<file path="config.mk">
export PLATFORM = sky130hd
export DESIGN_NAME = fir_bist_driver
export DESIGN_NICKNAME = d
export VERILOG_FILES = /design/src/rtl/fir_bist_pkg.sv /design/src/rtl/fir_bist_lfsr.sv /design/src/rtl/fir_bist_driver.sv
export SDC_FILE = /design/constraint.sdc
export NUM_CORES = 1
export LEC_CHECK = 0
export CORE_AREA = 4 4 72 74
export CTS_BUF_LIST = sky130_fd_sc_hd__clkbuf_16
export DETAILED_ROUTE_END_ITERATION = 8
export DIE_AREA = 0 0 76 78
export PLACE_DENSITY = 0.73
export SLEW_MARGIN = 20
export SYNTH_ARGS = -nofsm -noshare
export SYNTH_HDL_FRONTEND = slang
export SYNTH_SLANG_ARGS = --single-unit
</file>
<file path="constraint.sdc">
create_clock -name clk -period 2.27 [get_ports clk]
set_input_delay 0.227 -clock clk [delete_from_list [all_inputs] [get_ports clk]]
set_output_delay 0.227 -clock clk [all_outputs]
set_load 0.02 [all_outputs]
</file>
<file path="src/rtl/fir_bist_pkg.sv">
// Shared types and constants for the FIR BIST driver and its LFSR.
// No logic here; latency and backpressure are not applicable.
package fir_bist_pkg;

  typedef enum logic [1:0] {IDLE, FLUSH, RUN, DRAIN} state_t;

  localparam int LFSR_W      = 7;
  localparam int LFSR_TAP_HI = 6;
  localparam int LFSR_TAP_LO = 5;

  localparam int XW = 2;
  localparam int YW = 3;

  localparam logic [7:0] FIRST_ERR_NONE = 8'hFF;

endpackage

</file>
<file path="src/rtl/fir_bist_lfsr.sv">
// 7-bit Fibonacci LFSR symbol source; symbol is combinational from state (0 cycles).
// No backpressure: advances only when told to, reloads SEED on load.
module fir_bist_lfsr
  import fir_bist_pkg::*;
#(
  parameter logic [LFSR_W-1:0] SEED = 7'h01
) (
  input  logic          clk,
  input  logic          rst_n,
  input  logic          load,
  input  logic          advance,
  output logic [XW-1:0] sym
);

  logic [LFSR_W-1:0] lfsr_q;

  always_ff @(posedge clk or negedge rst_n) begin
    if (!rst_n) begin
      lfsr_q <= SEED;
    end else if (load) begin
      lfsr_q <= SEED;
    end else if (advance) begin
      lfsr_q <= {lfsr_q[LFSR_W-2:0], lfsr_q[LFSR_TAP_HI] ^ lfsr_q[LFSR_TAP_LO]};
    end
  end

  assign sym = lfsr_q[XW-1:0];

endmodule

</file>
<file path="src/rtl/fir_bist_driver.sv">
// PRBS stimulus + bit-exact FIR checker; compares y_in LAT cycles after x_out. Optional macro FIR_BIST_INJECT_EN.
// No backpressure: start is ignored while busy; results are final on the edge done rises.
module fir_bist_driver
  import fir_bist_pkg::*;
#(
  parameter int                  NTAPS = 2,
  parameter logic [2*NTAPS-1:0]  COEF  = {2'd1, 2'd1},
  parameter int                  LAT   = 1,
  parameter int                  LEN   = 16,
  parameter logic [LFSR_W-1:0]   SEED  = 7'h01
) (
  input  logic          clk,
  input  logic          rst_n,
  input  logic          start,
`ifdef FIR_BIST_INJECT_EN
  input  logic          inject,
`endif
  input  logic [YW-1:0] y_in,
  output logic [XW-1:0] x_out,
  output logic          busy,
  output logic          done,
  output logic          pass,
  output logic [7:0]    err_cnt,
  output logic [7:0]    first_err
);

  localparam logic [7:0] FLUSH_LAST = 8'(NTAPS + LAT - 1);
  localparam logic [7:0] RUN_LAST   = 8'(LEN - 1);
  localparam logic [7:0] DRAIN_LAST = 8'((LAT > 0) ? LAT - 1 : 0);

  state_t              state;
  logic [7:0]          cnt;
  logic [XW-1:0]       x_sym;
  logic                run_x;
  logic                accept;
  logic [NTAPS*XW-1:0] win;
  logic [YW-1:0]       exp_now;
  logic [YW-1:0]       prod;
  logic                cmp_vld;
  logic [YW-1:0]       cmp_exp;
  logic [7:0]          cmp_idx;
  logic                mismatch;

  assign run_x  = (state == RUN);
  assign accept = (state == IDLE) && start;

  fir_bist_lfsr #(.SEED(SEED)) u_lfsr (
    .clk     (clk),
    .rst_n   (rst_n),
    .load    (accept),
    .advance (run_x),
    .sym     (x_sym)
  );

`ifdef FIR_BIST_INJECT_EN
  assign x_out = run_x ? (x_sym ^ {{(XW-1){1'b0}}, inject}) : '0;
`else
  assign x_out = run_x ? x_sym : '0;
`endif

  // Model window: tap 0 is the current symbol, older symbols above it.
  if (NTAPS > 1) begin : g_hist
    logic [(NTAPS-1)*XW-1:0] hist;

    always_ff @(posedge clk or negedge rst_n) begin
      if (!rst_n) begin
        hist <= '0;
      end else if (accept) begin
        hist <= '0;
      end else if (run_x) begin
        hist[XW-1:0] <= x_sym;
        for (int k = 1; k < NTAPS - 1; k++) begin
          hist[k*XW +: XW] <= hist[(k-1)*XW +: XW];
        end
      end
    end

    assign win = {hist, x_sym};
  end else begin : g_nohist
    assign win = x_sym;
  end

  always_comb begin
    exp_now = '0;
    prod    = '0;
    for (int k = 0; k < NTAPS; k++) begin
      prod    = YW'(COEF[k*XW +: XW]) * YW'(win[k*XW +: XW]);
      exp_now = exp_now + prod;
    end
  end

  if (LAT > 0) begin : g_dl
    logic          dl_vld [LAT];
    logic [YW-1:0] dl_exp [LAT];
    logic [7:0]    dl_idx [LAT];

    always_ff @(posedge clk or negedge rst_n) begin
      if (!rst_n) begin
        for (int i = 0; i < LAT; i++) begin
          dl_vld[i] <= 1'b0;
          dl_exp[i] <= '0;
          dl_idx[i] <= '0;
        end
      end else begin
        dl_vld[0] <= run_x;
        dl_exp[0] <= exp_now;
        dl_idx[0] <= cnt;
        for (int i = 1; i < LAT; i++) begin
          dl_vld[i] <= dl_vld[i-1];
          dl_exp[i] <= dl_exp[i-1];
          dl_idx[i] <= dl_idx[i-1];
        end
      end
    end

    assign cmp_vld = dl_vld[LAT-1];
    assign cmp_exp = dl_exp[LAT-1];
    assign cmp_idx = dl_idx[LAT-1];
  end else begin : g_nodl
    assign cmp_vld = run_x;
    assign cmp_exp = exp_now;
    assign cmp_idx = cnt;
  end

  assign mismatch = cmp_vld && (y_in != cmp_exp);

  always_ff @(posedge clk or negedge rst_n) begin
    if (!rst_n) begin
      state     <= IDLE;
      cnt       <= '0;
      busy      <= 1'b0;
      done      <= 1'b0;
      err_cnt   <= '0;
      first_err <= FIRST_ERR_NONE;
    end else begin
      if (mismatch) begin
        if (err_cnt != 8'hFF) err_cnt <= err_cnt + 8'd1;
        if (first_err == FIRST_ERR_NONE) first_err <= cmp_idx;
      end
      case (state)
        IDLE: begin
          if (start) begin
            state     <= FLUSH;
            cnt       <= '0;
            busy      <= 1'b1;
            done      <= 1'b0;
            err_cnt   <= '0;
            first_err <= FIRST_ERR_NONE;
          end
        end
        FLUSH: begin
          if (cnt == FLUSH_LAST) begin
            state <= RUN;
            cnt   <= '0;
          end else begin
            cnt <= cnt + 8'd1;
          end
        end
        RUN: begin
          if (cnt == RUN_LAST) begin
            cnt <= '0;
            if (LAT == 0) begin
              state <= IDLE;
              busy  <= 1'b0;
              done  <= 1'b1;
            end else begin
              state <= DRAIN;
            end
          end else begin
            cnt <= cnt + 8'd1;
          end
        end
        DRAIN: begin
          if (cnt == DRAIN_LAST) begin
            state <= IDLE;
            cnt   <= '0;
            busy  <= 1'b0;
            done  <= 1'b1;
          end else begin
            cnt <= cnt + 8'd1;
          end
        end
        default: state <= IDLE;
      endcase
    end
  end

  assign pass = done && (err_cnt == 8'd0);

endmodule

</file>
=== Yosys cells after proc, flatten, opt, wreduce, memory -nomap -nowiden ===
Cells that the tools add are included.

* Add/subtract/negate cells: 3
* $mul: 0
* Divide/modulo/power cells: 0
* Order comparisons: 0
* Equal/unequal tests: 12
* Shifts and indexed selects: 0
* Multiplexer cells: 29
* Bitwise gates (word level): 1
* Reduce and logical (&&, ||, !) cells: 10

{| class="wikitable"
|+ Operators by type and width
! kind !! count
|-
| two-way mux 8 bit || 12
|-
| case mux 8 bit (4 select lines) || 1
|-
| adder 8 x 1 -> 8 bit, second input constant || 2
|-
| logical NOT 8 bit || 2
|-
| two-way mux 2 bit || 7
|-
| two-way mux 7 bit || 2
|-
| == test 8 x 2 -> 1 bit, second input constant || 1
|-
| == test 8 x 4 -> 1 bit, second input constant || 1
|-
| == test 8 bit, second input constant || 1
|-
| inequality test 8 bit, second input constant || 1
|-
| case mux 2 bit (4 select lines) || 1
|-
| inequality test 2 bit, second input constant || 3
|-
| == test 2 bit, second input constant || 2
|-
| two-way mux 1 bit || 4
|-
| case mux 1 bit (2 select lines) || 2
|-
| AND reduction 4 bit || 1
|-
| nonzero test 2 bit || 2
|-
| adder 2 x 2 -> 3 bit || 1
|-
| logical AND 1 bit || 3
|-
| inequality test 3 bit || 1
|-
| AND reduction 3 bit || 1
|-
| == test 2 x 1 -> 1 bit, second input constant || 1
|-
| logical NOT 2 bit || 1
|-
| inequality test 2 x 1 -> 1 bit, second input constant || 1
|-
| XOR 1 bit || 1
|}

* Register bits after elaboration: 49
* Bits in latches: 0
* RAM bits: 0
* Memory bits (read-only): 0
* Input port bits: 6
* Output and inout bits: 21
* Word-level logic and storage cells: 66
* Memories kept: 0

=== Longest topological paths before layout ===
* Depth after elaboration: 5
* Mapped depth: 8
* Mapped depth without buffers: 7

=== Hierarchy ===
From an unflattened synthesis, not the netlist that was laid out.

* Cell total of the unflattened synthesis: 220
* Area total of the unflattened synthesis: 2,327.2 µm²

{| class="wikitable"
|+ By module, submodules not included
! module !! instances !! cells each !! area each (µm²)
|-
| fir_bist_driver || 1 || 193 || 2,013.2
|-
| fir_bist_lfsr || 1 || 27 || 314.1
|}

=== Worst setup path before layout ===
OpenSTA, ideal clock, no wires.

* Path kind: register to register
* Start point: register state[0]
* End point: register state[1]
* Library setup time: 0.125 ns
* Data arrival time: 1.839 ns
* Slack: 0.306 ns
* Stages on the path, launching flop included: 7
* Buffers on the path: 1
* Cell sequence: dfrtp_1 inv_1 ha_1 nor2b_1 clkbuf_1 or4_4 mux2_4

* Cells in the longest elaborated chain, start to end: 3

{| class="wikitable"
|+ RTL lines
! what !! RTL line !! RTL
|-
| from (decl) || fir_bist_driver.sv:31 || <nowiki>state_t state;</nowiki>
|-
| from (signal assigned) || fir_bist_driver.sv:129 || <nowiki>state <= IDLE;</nowiki>
|-
| from (signal assigned) || fir_bist_driver.sv:143 || <nowiki>state <= FLUSH;</nowiki>
|-
| from (signal assigned) || fir_bist_driver.sv:153 || <nowiki>state <= RUN;</nowiki>
|-
| == test 2 x 1 -> 1 bit (tied with other cells) || fir_bist_driver.sv:140 || <nowiki>case (state)</nowiki>
|-
| inequality test 2 bit (no source line) / inequality test 2 x 1 -> 1 bit (equally long branches) || -- ||
|-
| AND reduction 4 bit (no source line) || -- ||
|}

Several ways; a longest one is shown, not always the timed one.
A chain may end at the register's enable or synchronous reset.

=== Worst setup path in the final report ===
* Start point: register state[0]
* End point: output port x_out[1]

* Cells in the longest elaborated chain, start to end: 2

{| class="wikitable"
|+ RTL lines
! what !! RTL line !! RTL
|-
| == test 2 bit || fir_bist_driver.sv:44 || <nowiki>assign run_x = (state == RUN);</nowiki>
|-
| named net run_x || fir_bist_driver.sv:34 || <nowiki>logic run_x;</nowiki>
|-
| two-way mux 2 bit || fir_bist_driver.sv:58 || <nowiki>assign x_out = run_x ? x_sym : '0;</nowiki>
|-
| to (decl) || fir_bist_driver.sv:19 || <nowiki>output logic [XW-1:0] x_out,</nowiki>
|}

The timed path passes the listed nets, and every way through them passes these cells.

==> metrics <==
hold_sp=cnt[0]$_DFFE_PN0N_; area fraction of the dominant cell type after synthesis=42.5%; Initial Utilization=48.6%; Post-Syn Area=0.00224 sq mm; largest net degree at the start of global routing=30; most frequent cells in the layout=dfrtp_1, clkdlybuf4s50_1, nand2_1, nor2_1, o21ai_0; largest area contributor in the netlist=dfrtp_1; synth top area cells=dfrtp_1, dfstp_2, ha_1, nand2_1, o21ai_0; Routed WL=4330 um; layout cells sized above 1=15.2%; Max Cap Viol=0; io pins=27; commonest non-fill, non-tap cell in the layout=dfrtp_1; Worst Setup End Kind=output pin; Die Span Y=78 um; Final Hold Fails=0; period utilisation layout=93.6%; GP Congestion=0.847; Final setup viols=0; TritonCTS clock tree=built; status=complete, no violations; antenna cells=0; CTS Buf Count=5; Finished Core Util=60.4%; skew final=0.00931 ns; Hold Path Sink=cmp_idx[0]$_DFF_PN0_; first drt pass iteration count=4; CP Max Fanout=6; worst r2r dst=state[1]$_DFFE_PN0P_; initial antenna violation count=0; Yosys cell types=45; Clock Tree Buf Depth=2; fin crit period=2.12 ns; clock root cell=clkbuf_16; Die X=76 um; hold depth=0; Post-synth EDFFs=0; R2R Path Start=cnt[5]$_DFFE_PN0N_; startpoint types=register; antenna violation net count after detailed routing=0; DR iter-0 viols=87; crit path DAT=1.90 ns; CP max stage cell=clkdlybuf4s50_1; via count=1677; Syn Inst Count=213; Post-Route Setup TNS=0 ns; clock sink count=47; HPWL Detailed=3150 um; Net Count, Synth=231; yosys warns=0; ys async rst share=100%; total grt overflow=0; R2R depth=4; Avg Synthesized Cell Area=10.5 sq um; Worst slew margin=58.5%; Achievable Freq=471 MHz; WL per Instance=14.2 um; register area share after synthesis=53.1%; Crit Path Class=register to output pin; die area=0.00593 sq mm; leakage power=1.30 nW; area delta synth->final=24.3%; Worst Hold Class=register to register; Avg Vias per Cell=5.52; number of global-route vias before repair=1619; # DRC=0; RSZ-0062 raised after global routing=false; Main synth FF type=dfrtp_1; clk_lat worst skew=0.28 ns; H-tree depth=2; Max VDD drop=0.489 mV; Final Max Slew Viols=0; data required time of the critical path=2.04 ns; R2R setup slack=0.24 ns; power density cells=1320 mW/mm^2; Clk pin slew, worst setup/hold paths=0.07 ns; Synth Register Bits=47; Slew @ Worst Pin=0.622 ns; Layout Nets=267; Row Count=25; Slowest Stage Delay on Critical Path=0.61 ns; crit path cell chain=inv_1 > ha_1 > and2_1 > clkdlybuf4s50_1; Core Region=0.00460 sq mm; GRT Util Overall=15.8%; IO Port Bufs=26; first-pass GRT wire length=7720 um
## per-layer routing
layer  global-route usage [%]  up-vias  wire length [um]
met5                        0        -                 0
met4                     4.80        0                72
met3                     3.13        6               150
met2                     26.4       32              2160
met1                     20.7      823              1950
li1                         -      816                 -
## timing repair
action                                  CTS  global route
endpoints found under the setup margin    1             0
resized for setup                         1             0
hold endpoints to repair                 21             0
hold buffers                              1             0
setup buffers                             0             0
## synth_stat cells, types with 2 or more instances
cell      count
nor4b_1       2
dfrtp_1      38
and2_1        3
nor4_1        3
nand2b_1      3
o21ai_1       3
a311oi_1      3
nor2_1       18
a22o_1        3
a31o_2        2
a21oi_1       8
mux2i_1       6
inv_1        11
nand3_1       5
a21o_1        2
xnor2_1       2
dfstp_2       9
o21ai_0      14
ha_1         11
nor3_1        5
xor2_1        3
a31oi_1       3
and3_1        5
nand4_1       3
nor2b_1       2
nand2_1      22
clkbuf_1      6
## metrics by stage
step	instance area (sq um)	total power, mW	worst slack (ns)	instances	hold WS [ns]
4_1_cts	2780	3.71	0.147	304	0.443
3_5_place_dp	2600	2.85	0.258	295	0.287
3_3_place_gp	2600	2.80	0.284	295	0.286
5_1_grt	2780	3.96	0.0438	304	0.466
6_report	2780	3.67	0.146	304	0.437
2_1_floorplan	2240	2.29	0.306	213	-0.0686
## final cells by class
type	count	area [sq um]
clock inverter	3	46.3
tap	54	67.6
timing repair buffer	36	332
sequential	47	1190
inverter	11	41.3
multi-input combinational	148	980
clock buffer	5	125
fill	386	1820
## report_power, final
part / internal [mW] / switching (mW) / total [mW]
registers: 1.11 / 0.189 / 1.30
logic: 0.713 / 0.812 / 1.52
clock network: 0.523 / 0.321 / 0.844
total: 2.35 / 1.32 / 3.67
## worst max-delay path, delay by kind of cell, from the launching register on
kind                       cells  cell delay [ns]
and+or+nand+nor                1             0.19
adders and majority gates      1             0.27
buffers and inverters          2             0.75
DFF                            1             0.40
## flip-flops by register name, indices dropped and copies added, names as in the netlist
name	flops
busy	1
cmp_exp	3
cmp_idx	8
cmp_vld	1
cnt	8
done	1
err_cnt	8
first_err	8
state	2
u_lfsr.lfsr_q	7
## logic make-up after synthesis
kind of cell	synth area share, %
flops	53.1
simple gates	18.9
mux	3.86
compound gates	12.0
fa+ha+maj	7.05
xor+xnor	1.96
buf+inv	3.08
## how the worst max path moves through the flow
stage,from,endpoint,cells past startpoint
2_1_floorplan,state[0]$_DFFE_PN0P_,state[1]$_DFFE_PN0P_,6
3_3_place_gp,err_cnt[2]$_DFF_PN0_,pass,3
3_5_place_dp,cnt[5]$_DFFE_PN0N_,state[1]$_DFFE_PN0P_,4
4_1_cts,state[0]$_DFFE_PN0P_,x_out[1],4
5_1_grt,state[0]$_DFFE_PN0P_,x_out[1],4
6_report,state[0]$_DFFE_PN0P_,x_out[1],4
(Power assumes the default switching activity.)
